### src/rtl/serial_subtractor_32.sv
// Digit-serial subtractor: a - b - borrow_i, DIGIT bits per cycle, LSB first.
// Valid/ready request in, valid/ready result out; one operation in flight.
module serial_subtractor_32 #(
  parameter int WIDTH = 32,
  parameter int DIGIT = 4
) (
  input  logic             clk_i,
  input  logic             rst_ni,
  input  logic             valid_i,
  output logic             ready_o,
  input  logic [WIDTH-1:0] a_i,
  input  logic [WIDTH-1:0] b_i,
  input  logic             borrow_i,
  output logic             valid_o,
  input  logic             ready_i,
  output logic [WIDTH-1:0] diff_o,
  output logic             borrow_o,
  output logic             overflow_o
);

  localparam int K  = WIDTH / DIGIT;
  localparam int CW = (K > 1) ? $clog2(K) : 1;
  localparam logic [CW-1:0] LAST = CW'(K - 1);

  generate
    if ((WIDTH % DIGIT) != 0) begin : g_bad_digit
      $error("serial_subtractor_32: WIDTH must be a multiple of DIGIT");
    end
  endgenerate

  typedef enum logic [1:0] {IDLE, CALC, DONE} state_t;

  state_t           state_q, state_d;
  logic [WIDTH-1:0] a_q, a_d, b_q, b_d, res_q, res_d;
  logic [CW-1:0]    cnt_q, cnt_d;
  logic             borrow_q, borrow_d;
  logic             a_msb_q, a_msb_d, b_msb_q, b_msb_d;
  logic             init_q;
  logic [DIGIT:0]   slice;

  always_ff @(posedge clk_i or negedge rst_ni) begin
    if (!rst_ni) begin
      state_q  <= IDLE;
      a_q      <= '0;
      b_q      <= '0;
      res_q    <= '0;
      cnt_q    <= '0;
      borrow_q <= 1'b0;
      a_msb_q  <= 1'b0;
      b_msb_q  <= 1'b0;
      init_q   <= 1'b0;
    end else begin
      state_q  <= state_d;
      a_q      <= a_d;
      b_q      <= b_d;
      res_q    <= res_d;
      cnt_q    <= cnt_d;
      borrow_q <= borrow_d;
      a_msb_q  <= a_msb_d;
      b_msb_q  <= b_msb_d;
      init_q   <= 1'b1;
    end
  end

  // Low slice of the shifting operands; the top bit is that slice's borrow-out.
  assign slice = {1'b0, a_q[DIGIT-1:0]} - {1'b0, b_q[DIGIT-1:0]}
               - {{DIGIT{1'b0}}, borrow_q};

  always_comb begin
    state_d  = state_q;
    a_d      = a_q;
    b_d      = b_q;
    res_d    = res_q;
    cnt_d    = cnt_q;
    borrow_d = borrow_q;
    a_msb_d  = a_msb_q;
    b_msb_d  = b_msb_q;
    ready_o  = init_q && (state_q == IDLE);
    valid_o  = (state_q == DONE);

    case (state_q)
      IDLE: begin
        if (valid_i && ready_o) begin
          a_d      = a_i;
          b_d      = b_i;
          borrow_d = borrow_i;
          a_msb_d  = a_i[WIDTH-1];
          b_msb_d  = b_i[WIDTH-1];
          res_d    = '0;
          cnt_d    = '0;
          state_d  = CALC;
        end
      end
      CALC: begin
        a_d      = a_q >> DIGIT;
        b_d      = b_q >> DIGIT;
        res_d    = res_q >> DIGIT;
        res_d[WIDTH-1 -: DIGIT] = slice[DIGIT-1:0];
        borrow_d = slice[DIGIT];
        cnt_d    = cnt_q + CW'(1);
        if (cnt_q == LAST) begin
          state_d = DONE;
        end
      end
      DONE: begin
        if (ready_i) begin
          state_d = IDLE;
        end
      end
      default: state_d = IDLE;
    endcase
  end

  assign diff_o     = valid_o ? res_q : '0;
  assign borrow_o   = valid_o & borrow_q;
  assign overflow_o = valid_o & (a_msb_q != b_msb_q) & (res_q[WIDTH-1] != a_msb_q);

endmodule

### config.mk
export PLATFORM = sky130hd
export DESIGN_NAME = serial_subtractor_32
export DESIGN_NICKNAME = d
export VERILOG_FILES = /design/src/rtl/serial_subtractor_32.sv
export SDC_FILE = /design/constraint.sdc
export NUM_CORES = 1
export LEC_CHECK = 0
export BUFFER_PORTS_ARGS = -buffer_cell sky130_fd_sc_hd__buf_2
export CORE_ASPECT_RATIO = 1.4
export CORE_MARGIN = 1.5
export CORE_UTILIZATION = 61
export CTS_BUF_LIST = sky130_fd_sc_hd__clkbuf_2 sky130_fd_sc_hd__clkbuf_4 sky130_fd_sc_hd__clkbuf_8
export DETAILED_ROUTE_END_ITERATION = 8
export MAX_ROUTING_LAYER = met4
export PLACE_DENSITY = 0.95
export SLEW_MARGIN = 10
export SYNTH_ARGS = -nofsm -noshare
export SYNTH_HDL_FRONTEND = slang
export SYNTH_SLANG_ARGS = --single-unit
### constraint.sdc
create_clock -name clk_i -period 4.33 [get_ports clk_i]
set_input_delay 0.866 -clock clk_i [delete_from_list [all_inputs] [get_ports clk_i]]
set_output_delay 0.866 -clock clk_i [all_outputs]
set_load 0.01 [all_outputs]
==> impl_metrics.env <==
export IMPL_yosysWarningCount=0
export IMPL_drv_cap=0
export IMPL_grt_pass1_wl_um=17700
export IMPL_ys_seq_area_share_pct=53.3
export IMPL_grt_antenna_before_repair=0
export IMPL_crit_path_end_kind="primary output"
export IMPL_max_vdd_ir_drop_mv=0.512
export IMPL_hpwlAfterDp_um=7170
export IMPL_drive_gt1_share_pct=19.5
export IMPL_post_route_util_pct=71.9
export IMPL_synth_area_um2=4930
export IMPL_ys_ff_latch=105
export IMPL_syn_to_final_growth_pct=13.8
export IMPL_tightest_slew_ns=1.06
export IMPL_grt_max_degree=88
export IMPL_cts_buffers=9
export IMPL_drtIter0Drc=335
export IMPL_ant_nets=0
export IMPL_hold_ws_ns=0.499
export IMPL_fin_crit_sh_pct=66.1
export IMPL_synth_edf_count=0
export IMPL_cts_resized=0
export IMPL_gp_congestion=0.805
export IMPL_yosysUniqueCellTypes=30
export IMPL_fp_dieH_um=109
export IMPL_routed_wl_um=10600
export IMPL_timing_fmax_mhz=349
export IMPL_antennaDiodeCount=0
export IMPL_hp_class="flop to flop"
export IMPL_rows=38
export IMPL_power_leakage_nw=2.90
export IMPL_dr_pass1_iters=6
export IMPL_portBuffers=104
export IMPL_vias_per_cell=5.53
export IMPL_power_density_nw_per_um2=672
export IMPL_cts_buffer_depth=2
export IMPL_slew_violations=0
export IMPL_setup_worst_path_class="flop to primary output"
export IMPL_fillCellCount=576
export IMPL_post_cts_setup_buffer_count=0
export IMPL_startpoint_type="flop"
export IMPL_vias=4207
export IMPL_setup_violations=0
export IMPL_internal_power_mw=2.20
export IMPL_die_area_um2=8640
export IMPL_fin_cells=761
export IMPL_clock_skew_ns=0.0127
export IMPL_clockPowerShare_pct=15.3
export IMPL_worst_skew_pair_late_latency_ns=0.38
export IMPL_clk_root_buffer_cell="clkbuf_8"
export IMPL_postCtsHoldBufs=0
export IMPL_grt_overflow=0
export IMPL_boundaryPins=105
export IMPL_synthCells=580
export IMPL_syn_num_nets=659
export IMPL_max_slew_margin_pct=29.1
export IMPL_core_um2=7800
export IMPL_rsz0062_at_grt="no"
export IMPL_synthFlopType="dfrtp_1"
export IMPL_groute_usage_overall_pct=27.0
export IMPL_clock_sinks=105
export IMPL_synth_area_per_cell_um2=8.50
export IMPL_seqPwrFrac_pct=44.7
export IMPL_initial_utilization_pct=63.2
export IMPL_drc=0
export IMPL_nets=735
export IMPL_worstPathArrival_ns=2.00
export IMPL_synthArstFlopShare_pct=100
export IMPL_dp_cells=745
export IMPL_worst_ep_required_time_ns=3.46
export IMPL_path_clk_slew_ns=0.11
export IMPL_tns_ns=0
export IMPL_power_frac_comb_pct=40.0
export IMPL_htree_levels=3
export IMPL_power_mw=3.77
export IMPL_power_switching_mw=1.57
export IMPL_swShare_pct=41.7
export IMPL_die_w_um=79.0
export IMPL_hold_violations=0
export IMPL_status="complete, no violations"
export IMPL_cts_tree="done"
export IMPL_cp_max_fo=33
export IMPL_wl_per_cell_um=13.9
export IMPL_fin_crit_ns=2.86
export IMPL_grt_pass1_vias=3813
per-layer routing:
metal | wire length, um | vias to the layer above | global-route usage (%)
li1 | - | 2040 | -
met3 | 549 | 16 | 5.15
met2 | 5550 | 146 | 43.9
met4 | 159 | 0 | 9.27
met5 | 0 | - | -
met1 | 4310 | 2005 | 34.4
registers in the layout (all words and copies together), names as in the netlist:
signal / cells
b_q: 32
borrow_q: 1
state_q: 2
b_msb_q: 1
a_msb_q: 1
init_q: 1
a_q: 32
cnt_q: 3
res_q: 32
cell usage in the layout, fill, tap and decap left out, drive strengths merged, types with 2 or more instances in the layout:
cell      netlist  final
a21oi           9      9
a31oi          56     56
and2           32     32
buf            27    108
clkbuf         16      9
clkinvlp        0      3
dfrtp         105    105
fa              2      2
ha              8      8
inv            12     16
nand2         194    194
nand2b          2      2
nand3          35     35
nand3b          2      2
nor2           58     58
nor2b           2      2
o21ai           7      7
worst max-delay path: stages, from the launching register on:
cell	delay [ns]
dfrtp_1	0.47
nand2b_1	0.24
inv_1	0.54
and2_1	0.24
buf_2	0.13
power by group through the flow:
stage	Sequential, mW	Clock [mW]	Combinational [mW]
after floorplan	1.60	0	1.22
after global placement	1.67	0	1.38
after detailed placement	1.70	0	1.49
after CTS	1.68	0.578	1.51
after global routing	1.73	0.621	1.71
final	1.68	0.578	1.51
area by class of cell:
cell class / count / area (um2) / share of cell area (%)
clock inverters: 7 / 60.1 / 1.07
repair buffers: 108 / 553 / 9.86
inverters: 12 / 45.0 / 0.803
well taps: 100 / 125 / 2.23
clock buffers: 9 / 124 / 2.21
flip-flops and latches: 105 / 2630 / 46.9
multi-input cells: 420 / 2070 / 37.0
synthesized netlist by cell type, types with 2 or more instances:
cell | count | share of area (%)
a21oi_1 | 9 | 0.91
a31oi_1 | 56 | 7.1
and2_1 | 32 | 4.1
buf_2 | 19 | 1.9
buf_4 | 8 | 1.2
clkbuf_1 | 16 | 1.2
dfrtp_1 | 105 | 53
fa_1 | 2 | 0.81
ha_1 | 8 | 2.0
inv_1 | 12 | 0.91
nand2_1 | 194 | 15
nand2b_1 | 2 | 0.25
nand3_1 | 35 | 3.6
nand3b_1 | 2 | 0.30
nor2_1 | 58 | 4.4
nor2b_1 | 2 | 0.25
o21ai_0 | 7 | 0.71
kinds of logic (layout without fill, tap and decap cells):
| group | count (synthesis) | after routing | synth area share, % |
|---|---|---|---|
| buffers and inverters | 55 | 136 | 5.28 |
| AOI/OAI and AO/OA | 76 | 76 | 9.39 |
| xor gates and xnor gates | 2 | 2 | 0.355 |
| and+or+nand+nor | 330 | 330 | 28.5 |
| DFF | 105 | 105 | 53.3 |
| muxes | 1 | 1 | 0.228 |
| adders and majority gates | 10 | 10 | 2.84 |
| other | 1 | 1 | 0.0761 |
per-stage QoR:
stage / cell area [um2] / setup slack [ns]
floorplan: 4930 / 2.31
CTS: 5610 / 1.44
finish: 5610 / 1.47
global route: 5610 / 1.31
detailed placement: 5420 / 1.55
global placement: 5420 / 1.64
final timing paths:
| path | to | depth (start not counted) | from | slack [ns] |
|---|---|---|---|---|
| setup / recovery | diff_o[30] | 4 | state_q[0] | 1.47 |
| min in group asynchronous | a_q[10] | 1 | rst_ni | 0.67 |
| hold reg to reg | res_q[14] | 2 | res_q[18] | 0.50 |
| hold / removal | res_q[14] | 2 | res_q[18] | 0.50 |
| setup reg to reg | cnt_q[0] | 4 | state_q[1] | 1.92 |
| max in group asynchronous | b_q[4] | 2 | rst_ni | 2.76 |
No activity file was read; power rests on OpenSTA's default activity.
